$ cat src/rtl/cmos_power_pkg.sv
// Shared state encoding and timing defaults for the camera power-on/power-off sequencers.
package cmos_power_pkg;

   localparam int CNT_W             = 20;
   localparam int DEF_DRAIN_TIMEOUT = 24000;
   localparam int DEF_T_RST_CYC     = 1024;
   localparam int DEF_T_OFF_CYC     = 24000;

   localparam logic [CNT_W-1:0] CNT_ZERO = {CNT_W{1'b0}};
   localparam logic [CNT_W-1:0] CNT_ONE  = {{(CNT_W-1){1'b0}}, 1'b1};

   typedef enum logic [2:0] {
      ST_RUN     = 3'd0,
      ST_DRAIN   = 3'd1,
      ST_RST     = 3'd2,
      ST_PWDN    = 3'd3,
      ST_OFF     = 3'd4,
      ST_RESTART = 3'd5
   } pd_state_e;

   // Terminal count for a stay of 'cycles' clocks; the counter starts at zero on entry.
   function automatic logic [CNT_W-1:0] last_count(input int cycles);
      return CNT_W'(cycles - 32'sd1);
   endfunction

endpackage

$ cat src/rtl/camera_power_off_seq.sv
// Camera power-down sequencer: overrides the power-on sequencer's pins to drain SCCB,
// assert reset, then power down, and restarts the power-on sequencer on release.
module camera_power_off_seq
   import cmos_power_pkg::*;
#(
   parameter int DRAIN_TIMEOUT = DEF_DRAIN_TIMEOUT,
   parameter int T_RST_CYC     = DEF_T_RST_CYC,
   parameter int T_OFF_CYC     = DEF_T_OFF_CYC
) (
   input  logic clk_24M,
   input  logic reset,
   input  logic pd_req,
   input  logic sccb_busy,
   input  logic up_rstn,
   input  logic up_pwnd,
   input  logic up_initial_en,
   output logic camera_rstn,
   output logic camera_pwnd,
   output logic initial_en,
   output logic on_seq_rstn,
   output logic pd_done
);

   localparam logic [CNT_W-1:0] DRAIN_LAST = last_count(DRAIN_TIMEOUT);
   localparam logic [CNT_W-1:0] RST_LAST   = last_count(T_RST_CYC);
   localparam logic [CNT_W-1:0] OFF_LAST   = last_count(T_OFF_CYC);

   pd_state_e        state_r;
   pd_state_e        state_s;
   logic [CNT_W-1:0] cnt_r;
   logic [CNT_W-1:0] cnt_s;
   logic             rstn_s;
   logic             pwnd_s;
   logic             init_s;
   logic             seq_rstn_s;
   logic             done_s;

   // Next-state, shared counter and pin values for the current state.
   always_comb begin
      state_s    = state_r;
      cnt_s      = cnt_r;
      rstn_s     = up_rstn;
      pwnd_s     = up_pwnd;
      init_s     = up_initial_en;
      seq_rstn_s = 1'b1;
      done_s     = 1'b0;
      case (state_r)
         ST_RUN: begin
            if (pd_req) begin
               state_s = ST_DRAIN;
               cnt_s   = CNT_ZERO;
            end else begin
               state_s = ST_RUN;
            end
         end
         ST_DRAIN: begin
            init_s = 1'b0;
            if (!sccb_busy || (cnt_r == DRAIN_LAST)) begin
               state_s = ST_RST;
               cnt_s   = CNT_ZERO;
            end else begin
               cnt_s = cnt_r + CNT_ONE;
            end
         end
         ST_RST: begin
            rstn_s = 1'b0;
            pwnd_s = 1'b0;
            init_s = 1'b0;
            if (cnt_r == RST_LAST) begin
               state_s = ST_PWDN;
               cnt_s   = CNT_ZERO;
            end else begin
               cnt_s = cnt_r + CNT_ONE;
            end
         end
         ST_PWDN: begin
            rstn_s = 1'b0;
            pwnd_s = 1'b1;
            init_s = 1'b0;
            if (cnt_r == OFF_LAST) begin
               state_s = ST_OFF;
               cnt_s   = CNT_ZERO;
            end else begin
               cnt_s = cnt_r + CNT_ONE;
            end
         end
         ST_OFF: begin
            rstn_s = 1'b0;
            pwnd_s = 1'b1;
            init_s = 1'b0;
            done_s = 1'b1;
            if (!pd_req) begin
               state_s = ST_RESTART;
            end else begin
               state_s = ST_OFF;
            end
         end
         ST_RESTART: begin
            // Pulsing the power-on sequencer's reset makes it replay its full bring-up timing.
            seq_rstn_s = 1'b0;
            rstn_s     = 1'b0;
            pwnd_s     = 1'b1;
            init_s     = 1'b0;
            state_s    = ST_RUN;
         end
         default: begin
            state_s = ST_RUN;
            cnt_s   = CNT_ZERO;
         end
      endcase
   end

   // State, counter and registered pin outputs.
   always_ff @(posedge clk_24M) begin
      if (reset) begin
         state_r     <= ST_RUN;
         cnt_r       <= CNT_ZERO;
         camera_rstn <= 1'b0;
         camera_pwnd <= 1'b1;
         initial_en  <= 1'b0;
         on_seq_rstn <= 1'b1;
         pd_done     <= 1'b0;
      end else begin
         state_r     <= state_s;
         cnt_r       <= cnt_s;
         camera_rstn <= rstn_s;
         camera_pwnd <= pwnd_s;
         initial_en  <= init_s;
         on_seq_rstn <= seq_rstn_s;
         pd_done     <= done_s;
      end
   end

endmodule

$ cat config.mk
export PLATFORM = sky130hd
export DESIGN_NAME = camera_power_off_seq
export DESIGN_NICKNAME = d
export VERILOG_FILES = /design/src/rtl/cmos_power_pkg.sv /design/src/rtl/camera_power_off_seq.sv
export SDC_FILE = /design/constraint.sdc
export NUM_CORES = 1
export LEC_CHECK = 0
export ABC_AREA = 1
export CORE_MARGIN = 2
export CORE_UTILIZATION = 50
export CTS_CLUSTER_DIAMETER = 200
export DETAILED_ROUTE_END_ITERATION = 10
export GPL_ROUTABILITY_DRIVEN = 0
export PLACE_DENSITY_LB_ADDON = 0.08
export SLEW_MARGIN = 20
export SYNTH_ARGS = -nofsm -noshare
export SYNTH_HDL_FRONTEND = slang
export SYNTH_SLANG_ARGS = --single-unit
export TNS_END_PERCENT = 50
$ cat constraint.sdc
create_clock -name clk_24M -period 1.9 [get_ports clk_24M]
set_clock_uncertainty 0.1 [all_clocks]
set_input_delay 0.57 -clock clk_24M [delete_from_list [all_inputs] [get_ports clk_24M]]
set_output_delay 0.57 -clock clk_24M [all_outputs]
set_load 0.02 [all_outputs]
* Yosys cells after proc, flatten, opt, wreduce, memory -nomap -nowiden
Index checks and enable logic that the tools add are counted. Widths: inputs -> output; s select.
Storage, ports and cells: register bits after elaboration 28, bits of input ports 7, output and inout bits 5, logic and storage cells 43
Operators by class: add/sub/neg operators 1, equality and inequality tests 11, muxes and demuxes 14, bitwise gates (word level) 1, reduce and logical (&&, ||, !) cells 9
Operator list (count):
- $pmux 20 s5 | 1
- $mux 20 | 4
- $add 20x1->20 const B | 1
- $eq 20x10->1 const B | 1
- $eq 20x15->1 const B | 1
- $pmux 3 s5 | 1
- $mux 3 | 3
- $ne 2x2->1 const B | 4
- $eq 3x2->1 const B | 2
- $eq 3x3->1 const B | 2
- $reduce_or 6->1 | 1
- $reduce_or 5->1 | 1
- $mux 1 | 4
- $eq 3x1->1 const B | 1
- $logic_not 3->1 | 1
- $reduce_and 3->1 | 1
- $reduce_or 3->1 | 1
- $pmux 1 s2 | 1
- $reduce_and 2->1 | 1
- $reduce_or 2->1 | 1
- $logic_not 1->1 | 1
- $logic_or 1x1->1 | 1
- $not 1->1 | 1

* Logic depth before layout (Yosys ltp)
depth in word-level cells 4, mapped depth 11, depth with buffers taken out 11

* Worst setup path before layout
Ideal clock, no wire load.
path kind register -> register, start register cnt_r[0], end register cnt_r[15], library setup time 0.112 ns, arrival time 1.412 ns, data required time 1.688 ns, setup slack 0.276 ns, cell stages (with the launch flop) 12, path buffers 1, clock period less this slack 1.624 ns, cell sequence dfxtp_1 -> ha_1 -> nand2_2 -> nor2_2 -> nand2_2 -> inv_1 -> nand3b_1 -> nand2_2 -> nand3_4 -> nand2_4 -> buf_6 -> nor2_1
On the way: cells in the longest elaborated chain, start to end 4, elaborated cells between the ends (all ways) 8, classes of those cells add/sub: 1; eq/ne: 2; mux: 4; reduce/logical: 1
Ends and longest elaborated chain:
- start, declared | RTL line camera_power_off_seq.sv:30 | logic [CNT_W-1:0] cnt_r;
- start signal, assigned | RTL line camera_power_off_seq.sv:125 | cnt_r <= cnt_s;
- parallel branches: the longest is 3 deep, another holds $add 20x1->20
- $pmux 20 s5 (*) | RTL line camera_power_off_seq.sv:47 | case (state_r)
Every way passes the cells marked *. A chain may end at the register's enable or synchronous reset.

* Final worst setup path
start input port pd_req, end register cnt_r[13]
On the way: cells in the longest elaborated chain, start to end 2
Ends and longest elaborated chain:
- start, declared | RTL line camera_power_off_seq.sv:12 | input logic pd_req,
- $ne 2x2->1 (no line)
- $reduce_and 2->1 (no line)
No other way between the ends.

==> qor_table.md <==
| Group | Parameter | Reported |
|:---|:---|:---|
| outcome | Result of the run | complete, no violations |
| floorplan | Chip width | 59.8 um |
| finish | Final Instance Count excl. Fillers | 284 |
| finish | Layout overhead on the synthesized area | 13.7% |
| worst setup path | Worst path slowest cell | clkdlybuf4s50_1 |
| pwr | Internal power | 913 uW |
| synth | Net count after synthesis | 240 |
| grt | Number of antenna violations at the first check in global routing | 0 |
| floorplan | Initial core utilization | 51.8% |
| clock network | Clock buffer depth | 2 |
| finish | Fraction of layout cells with a size suffix above 1 | 12.7% |
| finish | FF+latch area | 562 um2 |
| clock network | Number of hold buffers added after CTS | 0 |
| drt | Total vias in the final route | 1394 |
| drt | Average detailed-routed wire length per instance | 11.0 um |
| drt | Antenna Nets Post-Route | 0 |
| synth | Top post-synthesis cells by area | dfxtp_1 (36%), nand2_1 (13%), inv_1 (8.9%), nor2_1 (7.7%), nand3_1 (5.5%) |
| synth | Post-Synthesis Cell Area | 1560 um2 |
| hold path | Min-delay worst type | flip-flop to flip-flop |
| synth | Avg Cell Area, Syn | 6.71 um2 |
| place | Number of placed instances with taps included | 281 |
| floorplan | Ports placed on the boundary | 12 |
| synth | Most common cell in the synthesized netlist | nand2_1 |
| clock network | TritonCTS sink count | 28 |
| worst setup path | Depth of the most critical reg-to-reg path | 10 |
| worst setup path | Worst setup SP type | input port |
| synth | Leading register cell type out of synthesis | dfxtp_1 |
| synth | Sequential element share of the synthesized area | 36.0% |
| pwr | Net Sw Power | 570 uW |
| timing | Setup TNS | 0 ns |
| finish | Number of antenna repair diodes | 0 |
| timing | Fin worst setup slack | 0.150 ns |
| clock network | Postcts setup bufs | 0 |
| pwr | Relative contribution of sequential cells to total power | 46.8% |
| place | Detail Placement HPWL | 2.48 mm |
| grt | Number of global-route vias before repair | 1280 |
| clock network | CTS buffer count | 3 |
| synth | Total of flip-flops plus latches after synthesis | 28 |
| grt | GRT Total Usage | 19.8% |
| worst setup path | Critical path, cell by cell | clkdlybuf4s50_1 > nor2_1 > nand2_1 > nand2_4 > inv_6 > nand2_1 > nor2_2 > nand3_1 > o21ai_1 > nor2_1 |
| timing | Fmax | 571 MHz |
| worst setup path | Buffering stage count on the worst path with inverters included | 2 |
| finish | Fill cells | 296 |
| hold path | Worst hold path endpoint | cnt_r[19]$_SDFFE_PP0P_ |
| worst setup path | Worst setup slack for register-to-register paths | 0.17 ns |
| floorplan | Die footprint | 3580 um2 |
| timing | Final min period | 1.75 ns |
| pwr | Clock network power share | 15.8% |
| grt | First-pass GRT wire length | 5.38 mm |
| timing | RSZ-0062 raised after global routing | no |
| worst setup path | Slowest Stage Delay on Critical Path | 0.46 ns |
| clock network | CTS Root Buffer Type | clkbuf_4 |
| worst setup path | Maximum net fanout on the critical path | 8 |
| synth | Count of flip-flops with a built-in enable after synthesis | 0 |
| floorplan | Std-Cell Core Area | 3000 um2 |
| finish | Multi-input combinational cell area | 833 um2 |
| synth | Number of instances in the synthesized netlist | 232 |
| worst setup path | Delay-heaviest family, CP | simple AND/OR/NAND/NOR gates |
| synth | Cell taking the most area after synthesis | dfxtp_1 |
| pwr | Power per standard cell area | 838 nW/um2 |
| timing | Number of failing setup endpoints in the final timing report | 0 |
| drt | Total wirelength of the detailed-routed design | 3.13 mm |
| timing | Final Max Slew Viols | 0 |
| clock network | Post_cts resized | 5 |
| worst setup path | Arrival time at the worst endpoint | 1.88 ns |
| pwr | Part of the total power dissipated in combinational logic | 37.4% |
| worst setup path | Reg2reg start | cnt_r[1]$_SDFFE_PP0P_ |
| flow run | Maximum Capacitance Violations | 0 |
| timing | Slew @ Worst Pin | 0.438 ns |
| grt | Largest net degree at the start of global routing | 15 |
| pwr | Leakage component of the power | 0.000798 uW |
| synth | Async set or reset register ratio after synthesis | 0% |
| synth | Commonest cells in the synthesized netlist | nand2_1 (53), inv_1 (37), nor2_1 (32) |
| synth | Warnings from Yosys | 0 |
| worst setup path | Endpoint of the lowest-slack register-to-register path | cnt_r[13]$_SDFFE_PP0P_ |
| clock network | Number of H-tree levels | 1 |
| timing | Fin crit share | 92.1% |
| timing | Number of endpoints with negative hold slack in the final report | 0 |
| place | I/O Buffers | 11 |
| pwr | Switching Share | 38.4% |
| clock network | TritonCTS clock tree | done |
| worst setup path | Startpoint of the worst setup timing path | pd_req |
| drt | Detailed router's first-iteration violation count | 54 |
| place | Pre-CTS setup slack | -0.193 ns |
| floorplan | Row Count | 20 |
| clock network | Clock-pin slew of the registers on the worst-case setup and hold paths | 0.14 ns |
| drt | Number of optimization iterations in the first detailed-route pass | 4 |
| hold path | Startpoint of the most critical hold path | cnt_r[19]$_SDFFE_PP0P_ |
| finish | Number of nets at the end of the flow | 261 |
| drt | Via/cell ratio | 4.91 |
| hold path | Hold Path Stages | 4 |
| timing | Slew Limit Headroom | 70.6% |
| drt | Total DRC errors in the routed layout | 0 |
| pwr | Final Total Pwr | 1480 uW |
| pwr | Peak supply drop | 418 uV |
| synth | Fraction of synthesized cell area taken by the top area cell type | 36.0% |
| synth | Count of different cell masters after synthesis | 26 |
| floorplan | Die H | 59.8 um |
| clock network | Clock latency on the worst-skew pair | 0.32 ns |
| worst setup path | Total number of cells along the worst setup path | 10 |
| worst setup path | Critical path type | input port to flip-flop |
| worst setup path | Capturing element type of the critical path | flip-flop |
| grt | Overflow after GRT | 0 |
| worst setup path | Data required, critical path | 2.03 ns |
## layout make-up
cell class              instances  share of cell area, %
well taps                      33                   2.33
inverters                      40                   8.76
flip-flops and latches         28                   31.7
clock buffers                   3                   1.27
multi-input cells             162                   47.1
repair buffers                 18                   8.83
## power groups by stage
stage          Sequential [uW]  Clock (uW)  Combinational [uW]
2_1_floorplan              715           0                 394
3_3_place_gp               705           0                 546
3_5_place_dp               706           0                 546
4_1_cts                    692         250                 537
5_1_grt                    704         279                 624
6_report                   694         234                 555
## logic make-up after synthesis
family	count (synthesis)	synth area share (%)
AOI/OAI and AO/OA	14	4.90
DFF	28	36.0
adders and majority gates	1	0.804
xor gates and xnor gates	10	5.63
and+or+nand+nor	137	41.6
buffers and inverters	42	11.0
## metrics by stage
step | cell area, um2 | hold slack [ns] | util, %
after detailed placement | 1740 | 0.409 | 58.1
after global routing | 1770 | 0.473 | 59.0
final | 1770 | 0.426 | 59.0
after CTS | 1760 | 0.429 | 58.6
after floorplan | 1560 | 0.383 | -
after global placement | 1740 | 0.409 | 58.1
## routing by layer
| metal | GRT usage (%) | part of all wire (%) | up-vias |
|---|---|---|---|
| li1 | - | - | 756 |
| met1 | 23.7 | 46 | 616 |
| met2 | 35.9 | 51 | 20 |
| met3 | 3.90 | 2.5 | 2 |
| met4 | 4.76 | 0.64 | 0 |
| met5 | 0 | 0 | - |
## cell usage in the layout, fill, tap and decap left out, types with 2 or more instances in the layout
master,n
a21oi_1,6
buf_4,7
clkbuf_4,3
clkdlybuf4s50_1,6
dfxtp_1,27
dlygate4sd2_1,5
inv_1,37
inv_2,2
nand2_1,53
nand2_2,5
nand3_1,17
nand3b_1,2
nand4_1,6
nor2_1,32
nor2_2,6
nor2_4,2
nor3_1,10
o21ai_0,5
xnor2_1,3
xor2_1,7
## worst max-delay path by stage
stage	slack, ns	endpoint
floorplan	0.28	cnt_r[15]$_SDFFE_PP0P_
global placement	-0.18	cnt_r[13]$_SDFFE_PP0P_
detailed placement	-0.19	cnt_r[13]$_SDFFE_PP0P_
CTS	0.10	cnt_r[16]$_SDFFE_PP0P_
global route	0.005	state_r[0]$_SDFFE_PP0P_
finish	0.15	cnt_r[13]$_SDFFE_PP0P_
## sequential cells by signal, summed over array words and instances (netlist names)
signal,cells
camera_pwnd,1
cnt_r,20
on_seq_rstn,1
pd_done,1
initial_en,1
state_r,3
camera_rstn,1
## worst register-to-register path: stages (launching register included)
cell and delay [ns]:
dfxtp_1 0.38, ha_1 0.19, nand2_2 0.07, nor2_2 0.13, nand2_2 0.11, inv_1 0.06
nand3b_1 0.12, nand2_2 0.12, nand3_4 0.15, nand2_8 0.14, nor2_1 0.07
(Power assumes the default switching activity.)
